===== config.mk =====
export PLATFORM = sky130hd
export DESIGN_NAME = vga_pattern_gen
export DESIGN_NICKNAME = d
export VERILOG_FILES = /design/src/rtl/vga_pattern_gen.sv
export SDC_FILE = /design/constraint.sdc
export NUM_CORES = 1
export LEC_CHECK = 0
export BUFFER_PORTS_ARGS = -buffer_cell sky130_fd_sc_hd__buf_4
export CAP_MARGIN = 25
export CORE_ASPECT_RATIO = 2
export CORE_MARGIN = 2
export CORE_UTILIZATION = 53
export DETAILED_ROUTE_END_ITERATION = 12
export GPL_TIMING_DRIVEN = 0
export PLACE_DENSITY = 0.76
export SLEW_MARGIN = 0
export SYNTH_ARGS = -nofsm -noshare
export SYNTH_HDL_FRONTEND = slang
export SYNTH_SLANG_ARGS = --single-unit

===== constraint.sdc =====
create_clock -name I_clk -period 2.4 [get_ports I_clk]
set_clock_uncertainty 0.1 [all_clocks]
set_input_delay 0.48 -clock I_clk [delete_from_list [all_inputs] [get_ports I_clk]]
set_output_delay 0.48 -clock I_clk [all_outputs]
set_load 0.005 [all_outputs]

===== src/rtl/vga_pattern_gen.sv =====
// vga_pattern_gen: parametrised VGA timing generator with four run-time selectable RGB565 test patterns.
module vga_pattern_gen #(
  parameter int CLK_DIV   = 2,
  parameter int H_SYNC    = 96,
  parameter int H_BP      = 48,
  parameter int H_ACT     = 640,
  parameter int H_FP      = 16,
  parameter int V_SYNC    = 2,
  parameter int V_BP      = 33,
  parameter int V_ACT     = 480,
  parameter int V_FP      = 10,
  parameter bit HS_POL    = 1'b0,
  parameter bit VS_POL    = 1'b0,
  parameter int NUM_BARS  = 8,
  parameter int CHK_LOG2  = 5,
  parameter int GRID_LOG2 = 4
) (
  input  logic        I_clk,
  input  logic        I_rst_n,
  input  logic [1:0]  I_mode,
  input  logic [15:0] I_solid_rgb,
  output logic [4:0]  O_red,
  output logic [5:0]  O_green,
  output logic [4:0]  O_blue,
  output logic        O_hs,
  output logic        O_vs,
  output logic        O_de,
  output logic        O_frame_start
);
  localparam int H_TOT = H_SYNC + H_BP + H_ACT + H_FP;
  localparam int V_TOT = V_SYNC + V_BP + V_ACT + V_FP;
  localparam int HW = $clog2(H_TOT);
  localparam int VW = $clog2(V_TOT);
  localparam int DW = CLK_DIV > 1 ? $clog2(CLK_DIV) : 1;
  localparam int H_ST = H_SYNC + H_BP;
  localparam int V_ST = V_SYNC + V_BP;
  localparam int BAR_W = H_ACT / NUM_BARS;
  logic [DW-1:0] div_cnt;
  logic [HW-1:0] h_cnt;
  logic [VW-1:0] v_cnt;
  logic [1:0]    mode_q;
  logic [15:0]   bar_pos, bar_idx, x, y, bar_rgb, pix;
  logic          pix_ce, origin, act, grid;
  assign pix_ce = div_cnt == DW'(CLK_DIV - 1);
  assign origin = h_cnt == '0 && v_cnt == '0;
  assign act = int'(h_cnt) >= H_ST && int'(h_cnt) < H_ST + H_ACT &&
               int'(v_cnt) >= V_ST && int'(v_cnt) < V_ST + V_ACT;
  assign x = 16'(h_cnt) - 16'(H_ST);
  assign y = 16'(v_cnt) - 16'(V_ST);
  assign grid = x[GRID_LOG2-1:0] == '0 || y[GRID_LOG2-1:0] == '0 ||
                x == 16'(H_ACT - 1) || y == 16'(V_ACT - 1);
  always_comb begin
    bar_rgb = 16'h0000;
    case (bar_idx[2:0])
      3'd0: bar_rgb = 16'hF800;
      3'd1: bar_rgb = 16'h07E0;
      3'd2: bar_rgb = 16'h001F;
      3'd3: bar_rgb = 16'hFFFF;
      3'd4: bar_rgb = 16'h0000;
      3'd5: bar_rgb = 16'hFFE0;
      3'd6: bar_rgb = 16'hF81F;
      default: bar_rgb = 16'h07FF;
    endcase
  end
  // Checker squares are white where the x and y square parities agree, so (0,0) is white.
  assign pix = !act          ? 16'h0000 :
               mode_q == 2'd0 ? bar_rgb :
               mode_q == 2'd1 ? ((x[CHK_LOG2] ^ y[CHK_LOG2]) ? 16'h0000 : 16'hFFFF) :
               mode_q == 2'd2 ? (grid ? I_solid_rgb : 16'h0000) : I_solid_rgb;
  always_ff @(posedge I_clk) begin
    if (!I_rst_n) begin
      div_cnt <= '0;
      h_cnt <= '0;
      v_cnt <= '0;
      mode_q <= '0;
      bar_pos <= '0;
      bar_idx <= '0;
      {O_red, O_green, O_blue} <= '0;
      O_de <= 1'b0;
      O_frame_start <= 1'b0;
      O_hs <= ~HS_POL;
      O_vs <= ~VS_POL;
    end else begin
      div_cnt <= pix_ce ? '0 : div_cnt + DW'(1);
      O_frame_start <= pix_ce && origin;
      if (pix_ce) begin
        h_cnt <= h_cnt == HW'(H_TOT - 1) ? '0 : h_cnt + HW'(1);
        if (h_cnt == HW'(H_TOT - 1))
          v_cnt <= v_cnt == VW'(V_TOT - 1) ? '0 : v_cnt + VW'(1);
        if (origin)
          mode_q <= I_mode;
        // Bar tracking by counting; the last bar absorbs any remainder pixels.
        if (!act) begin
          bar_pos <= '0;
          bar_idx <= '0;
        end else if (bar_pos == 16'(BAR_W - 1) && bar_idx != 16'(NUM_BARS - 1)) begin
          bar_pos <= '0;
          bar_idx <= bar_idx + 16'd1;
        end else begin
          bar_pos <= bar_pos + 16'd1;
        end
        {O_red, O_green, O_blue} <= pix;
        O_de <= act;
        O_hs <= int'(h_cnt) < H_SYNC ? HS_POL : ~HS_POL;
        O_vs <= int'(v_cnt) < V_SYNC ? VS_POL : ~VS_POL;
      end
    end
  end
endmodule


==> results of run 1 <==
==> synth_stat cells, types with 2 or more instances <==
| master | count |
|---|---|
| o31ai_1 | 9 |
| nand4_1 | 16 |
| and2_1 | 5 |
| a32o_1 | 5 |
| dfxtp_1 | 75 |
| buf_2 | 6 |
| ha_1 | 15 |
| nor2b_1 | 4 |
| o22ai_1 | 3 |
| a31oi_1 | 2 |
| or3_1 | 13 |
| nor3_1 | 8 |
| clkbuf_1 | 15 |
| nand2_1 | 38 |
| nor2_1 | 49 |
| a311oi_1 | 2 |
| and3_1 | 7 |
| nor4_1 | 7 |
| buf_6 | 5 |
| a211oi_1 | 2 |
| a21o_1 | 3 |
| nand2b_1 | 11 |
| mux2i_1 | 4 |
| or4_1 | 8 |
| nand3_1 | 17 |
| xnor2_1 | 15 |
| or2_2 | 3 |
| a22o_1 | 11 |
| a21oi_1 | 23 |
| o21ai_0 | 16 |
| a2111oi_0 | 11 |
| xor2_1 | 18 |
| and4_1 | 5 |
| inv_1 | 30 |
==> per-stage QoR <==
| step | std cells | TNS, ps | cell area (um2) | hold WS (ps) |
|---|---|---|---|---|
| 2_1_floorplan | 476 | 0 | 4000 | 347 |
| 3_3_place_gp | 607 | -8140 | 4410 | 351 |
| 3_5_place_dp | 607 | -10890 | 4410 | 364 |
| 4_1_cts | 631 | -1920 | 4930 | 314 |
| 5_1_grt | 636 | -3440 | 5180 | 320 |
| 6_report | 636 | -1080 | 5180 | 323 |
==> final cells by class <==
cell class / count / area, um2 / share of cell area
plain buffers: 20 / 136 / 0.0263
clock buffers: 11 / 233 / 0.0449
clock inverters: 5 / 77.6 / 0.0150
inverters: 30 / 113 / 0.0217
multi-input cells: 344 / 2520 / 0.486
flip-flops and latches: 75 / 1520 / 0.294
well taps: 92 / 115 / 0.0222
repair buffers: 59 / 465 / 0.0899
==> how the worst max path moves through the flow <==
stage                        endpoint  slack (ps)  cells past startpoint     start
after floorplan            bar_idx[7]         0.4                      7  v_cnt[1]
after global placement       O_red[2]        -320                      7  v_cnt[1]
after detailed placement     O_red[2]        -400                      7  v_cnt[1]
after CTS                 bar_idx[15]        -120                      7  v_cnt[1]
after global routing       bar_idx[3]        -190                      8  v_cnt[1]
final                      bar_idx[3]        -120                      8  v_cnt[1]
==> critical path: cells and delay by family (launching register included) <==
kind	cells	cell delay [ps]
AND/OR/NAND/NOR	3	990
AO/OA/AOI/OAI	3	660
flip-flops	1	350
buffers and inverters	1	200
adder cells (fa/ha/maj)	1	150
==> routing by layer <==
metal  part of all wire  GRT usage  wire, um
met1               0.37      0.257      3770
met2               0.58      0.483      5990
met3              0.021     0.0390       214
met4              0.027      0.115       282
met5                  0          0         0
==> registers in the layout, summed over array words and instances (netlist names) <==
name	flops
O_blue	5
O_de	1
O_frame_start	1
O_green	6
O_hs	1
O_red	5
O_vs	1
bar_idx	16
bar_pos	16
div_cnt	1
h_cnt	10
mode_q	2
v_cnt	10
==> cell families (layout without fill, tap and decap cells) <==
group | Yosys count | after routing
adder cells (fa/ha/maj) | 15 | 15
buffers and inverters | 57 | 125
AO/OA/AOI/OAI | 97 | 97
flip-flops | 75 | 75
AND/OR/NAND/NOR | 195 | 195
multiplexers | 4 | 4
XOR/XNOR | 33 | 33
==> where the power goes <==
group	switching, uW	internal, uW
sequential	11.2	1250
combinational	115	82.1
clock	510	907
==> what timing repair did <==
| action | in CTS | in global routing |
|---|---|---|
| hold buffers | 0 | 0 |
| hold endpoints to repair | 0 | 0 |
| gates cloned | 2 | 1 |
| setup endpoints to repair | 49 | 55 |
| gates resized for setup | 37 | 59 |
| pin swaps | 12 | 20 |
| buffers inserted | 8 | 9 |
==> flow_summary.json, run 1 <==
{
  "synthFlopType": "dfxtp_1",
  "pin_count": 40,
  "min_to": "mode_q[0]",
  "synth_top_area_share": 0.376,
  "rows": 44,
  "endpoint_kind": "register",
  "grt_antenna_before_repair": 0,
  "grtUsageTotal": 0.253,
  "fill_cells": 583,
  "synth_fp_nets": 511,
  "hpwlAfterDp_um": 7010,
  "die_width_um": 65.4,
  "design.core.area_mm2": 0.00727,
  "r2r_slack_ps": -120,
  "worst_path_largest_cell_delay_ps": 440,
  "ys_types": 49,
  "synthAdderAreaFrac": 0.0469,
  "ir_drop_mv": 0.509,
  "hold_path.class": "primary input to register",
  "worst-setup-path-type": "register to register",
  "initialDrtViolationCount": 186,
  "max_freq_mhz": 396,
  "rsz0062_at_grt": "yes",
  "path_cells": "ha_4 -> or4_4 -> nand2b_4 -> a211oi_4 -> o31ai_4 -> buf_6 -> or3_4 -> a21oi_2",
  "wl_per_cell_um": 16.1,
  "reg2regPathDepth": 8,
  "yosysWarnings": 0,
  "maxSlewViolCount": 0,
  "initial_core_util": 0.550,
  "power.total_uw": 2880,
  "fin_nets": 574,
  "grt_pass1_vias": 3726,
  "grt_max_degree": 13,
  "mostFrequentLayoutCell": "dfxtp_1",
  "grt_pass1_wl_um": 16600,
  "cp_data_required_time_ps": 2570,
  "synth-edff-count": 0,
  "timing.rr.end": "bar_idx[3]",
  "detail-route-antenna-nets": 0,
  "area.growth.synth_to_final_pct": 29.6,
  "synth_top_family_by_area": "simple AND/OR/NAND/NOR gates",
  "clock_latency_ps": 340,
  "cts_tree": "yes",
  "num_vias": 3726,
  "ys_async_sr_fraction": 0,
  "htreeDepth": 3,
  "synthTopCellsByArea": "dfxtp_1 38%, ha_1 4.7%, nor2_1 4.6%, xor2_1 3.9%, nand2_1 3.6%",
  "die_area_mm2": 0.00830,
  "seq_area_frac_synth": 0.376,
  "vias_per_cell": 5.86,
  "synth-simple-area-share": 0.253,
  "slowest_stage": "or4_4",
  "utilization": 0.713,
  "timing.rr.start": "v_cnt[1]",
  "syn_inst": 476,
  "crit_arrival_ps": 2690,
  "synthesis.area_mm2": 0.00400,
  "n_antenna_cell": 0,
  "drive_above_1_share": 0.268,
  "cts_buffers": 9,
  "setup_viol": 23,
  "fin_ws_ps": -124,
  "status": "complete, but fails checks",
  "firstDrtPassIters": 5,
  "wirelength_um": 10300,
  "io_buffers": 39,
  "synth_seq_cells": 75,
  "max-cap-violations": 0,
  "final_cell_mix": "64 x dfxtp_1, 57 x buf_4, 40 x nor2_1",
  "worstSetupStartpointType": "register",
  "period_share": 1.05,
  "avgSynthCellArea_um2": 8.40,
  "tightest_slew_ps": 710,
  "overflow": 0,
  "dp_slack_ps": -400,
  "leakagePower_uw": 0.00191,
  "synth-compound-area-share": 0.177,
  "synthXorXnorAreaFrac": 0.0723,
  "clock-sinks": 75,
  "period_needed_ps": 2520,
  "violations": "negative setup slack",
  "whs_path_depth": 3,
  "muxShareOfSynthArea": 0.0100,
  "slew_headroom": 0.523,
  "die_h_um": 127,
  "min_from": "I_mode[0]",
  "power_density_mw_per_mm2": 555,
  "drc": 0,
  "clockBufferDepth": 2,
  "yosysTopAreaCell": "dfxtp_1",
  "clkSlewWorstSetupHoldPaths_ps": 60,
  "clock_tree.root_cell": "clkbuf_16",
  "worstPathMaxFanout": 8,
  "hold_viol": 0,
  "gp_congestion": 0.924
}
No activity file was read; power rests on OpenSTA's default activity.
==> inputs of run 2 (changes only) <==
--- a/config.mk
+++ b/config.mk
@@ -12,7 +12,7 @@
 export CORE_UTILIZATION = 53
 export DETAILED_ROUTE_END_ITERATION = 12
 export GPL_TIMING_DRIVEN = 0
-export PLACE_DENSITY = 0.76
+export PLACE_DENSITY_LB_ADDON = 0.12
 export SLEW_MARGIN = 0
 export SYNTH_ARGS = -nofsm -noshare
 export SYNTH_HDL_FRONTEND = slang
==> run 2 against run 1 <==
Against the previous run: the flow still finishes with violations (negative setup slack); combinational power up 20%; setup slack lost 20 ps; utilization increased by 1.9 points; worst hold slack worse by 4.1 ps; cell count shrank 0.16%; via count fell by 0.24%; clock power decreased by 8%; global-route usage is 0.39 points higher; critical path depth is 1 higher; non-clock buffer count is 1 lower; total power down 2.2%; largest cell class unchanged.
==> flow_summary.json, run 2 (synthesized netlist as in run 1, its figures left out) <==
{
  "status": "complete, but fails checks",
  "violations": "negative setup slack",
  "die_area_mm2": 0.00830,
  "die_h_um": 127,
  "r2r_slack_ps": -140,
  "tightest_slew_ps": 612,
  "cts_tree": "yes",
  "wirelength_um": 10600,
  "p_int_uw": 2130,
  "slowest_stage": "or4_4",
  "max-cap-violations": 0,
  "num_vias": 3717,
  "grt_max_degree": 13,
  "endpoint_kind": "register",
  "startpoint": "v_cnt[1]",
  "p_clk_frac": 0.466,
  "clock_latency_ps": 340,
  "cts_buffers": 9,
  "leakagePower_uw": 0.00192,
  "cp_data_required_time_ps": 2570,
  "reg2regPathDepth": 9,
  "htreeDepth": 3,
  "hpwlAfterDp_um": 6980,
  "initialDrtViolationCount": 254,
  "n_antenna_cell": 0,
  "ir_drop_mv": 0.389,
  "maxSlewViolCount": 0,
  "timing.rr.start": "v_cnt[1]",
  "design.core.area_mm2": 0.00727,
  "slew_headroom": 0.588,
  "p_seq_frac": 0.450,
  "p_comb_frac": 0.084,
  "clock_tree.root_cell": "clkbuf_16",
  "setup_viol": 25,
  "cp-endpoint": "bar_idx[10]",
  "worst_path_largest_cell_delay_ps": 440,
  "detail-route-antenna-nets": 0,
  "path_cells": "ha_4 -> or4_4 -> nand2b_4 -> a211oi_4 -> buf_4 -> o311ai_4 -> buf_6 -> or3_1 -> a21oi_2",
  "worstPathMaxFanout": 5,
  "reg_top3": "bar_idx: 16 flops, bar_pos: 16 flops",
  "hold_path.class": "primary input to register",
  "clockBufferDepth": 2,
  "max_freq_mhz": 393,
  "pin_count": 40,
  "wl_per_cell_um": 16.7,
  "final_cell_mix": "68 x dfxtp_1, 54 x buf_4, 37 x nand2_1, 37 x nor2_1, 30 x inv_1",
  "gp_congestion": 0.843,
  "power.total_uw": 2810,
  "grt_pass1_vias": 3785,
  "clkSlewWorstSetupHoldPaths_ps": 60,
  "hold_viol": 0,
  "vias_per_cell": 5.85,
  "period_needed_ps": 2540,
  "timing.rr.end": "bar_idx[10]",
  "switchingPower_uw": 681,
  "drive_above_1_share": 0.265,
  "io_buffers": 39,
  "fin_ws_ps": -144,
  "mostFrequentLayoutCell": "dfxtp_1",
  "power_density_mw_per_mm2": 529,
  "worst-setup-path-type": "register to register",
  "fin_nets": 573,
  "grtUsageTotal": 0.257,
  "clock-sinks": 75,
  "grt_pass1_wl_um": 16900,
  "crit_arrival_ps": 2720,
  "grt_antenna_before_repair": 0,
  "area.growth.synth_to_final_pct": 33.1,
  "firstDrtPassIters": 4,
  "netSwitchingFraction": 0.242,
  "rows": 44,
  "rsz0062_at_grt": "yes",
  "die_width_um": 65.4,
  "fin_cells": 635,
  "dp.cells": 607,
  "cts_hold_buf": 0,
  "worstSetupStartpointType": "register",
  "final.setup.tns_ps": -1870,
  "period_share": 1.06,
  "initial_core_util": 0.550,
  "drc": 0,
  "overflow": 0
}
==> run 2: cell count changes in the layout (fill, tap and decap cells not counted), sizes merged <==
cell / previous run / this run
clkbuf: 23 / 24
bufinv: 2 / 0
==> run 2: routing by layer <==
layer	share of wire	track usage	up-vias
li1	-	-	1830
met1	0.37	0.257	1775
met2	0.57	0.484	88
met3	0.028	0.0496	24
met4	0.030	0.126	0
met5	0	0	-
==> run 2: how the worst min path moves through the flow <==
| stage | from | to | slack, ps | depth (start not counted) |
|---|---|---|---|---|
| 6_report | I_mode[1] | mode_q[1] | 320 | 3 |
| 5_1_grt | I_mode[0] | mode_q[0] | 320 | 3 |
| 4_1_cts | I_mode[0] | mode_q[0] | 310 | 3 |
| 3_5_place_dp | O_red[2] | O_red[2] | 360 | 1 |
| 3_3_place_gp | O_red[2] | O_red[2] | 350 | 1 |
| 2_1_floorplan | bar_idx[15] | bar_idx[15] | 350 | 2 |
==> run 2: power groups by stage <==
stage,clock [uW],combinational [uW],sequential [uW]
finish,1310,237,1260
global route,1370,251,1270
CTS,1320,198,1260
detailed placement,0,152,1290
global placement,0,152,1290
floorplan,0,90.6,1290
==> run 2: critical path: cells and delay by family, from the launching register on <==
family                   cells  cell delay, ps
AND/OR/NAND/NOR              3             940
flip-flops                   1             350
AO/OA/AOI/OAI                3             550
adder cells (fa/ha/maj)      1             150
buffers and inverters        2             370
==> run 2: final cells by class <==
class | count | area (um2)
Multi-Input combinational cell | 344 | 2680
Fill cell | 544 | 1950
Sequential cell | 75 | 1520
Timing Repair Buffer | 57 | 457
Clock buffer | 13 | 270
Buffer | 21 | 149
Tap cell | 92 | 115
Inverter | 30 | 113
Clock inverter | 3 | 21.3
==> run 2: per-stage QoR <==
stage | instance area, um2 | utilization | setup slack [ps] | hold WS [ps]
floorplan | 4000 | - | 0.427 | 347
global placement | 4410 | 0.607 | -326 | 354
detailed placement | 4410 | 0.607 | -372 | 361
CTS | 5070 | 0.698 | -148 | 308
global route | 5320 | 0.732 | -208 | 323
finish | 5320 | 0.732 | -144 | 319
==> run 2: what timing repair did <==
action	in CTS	in global routing
buffers inserted	6	7
cloned	4	1
setup endpoints to repair	49	58
resized for setup	69	47
pin swaps	37	27
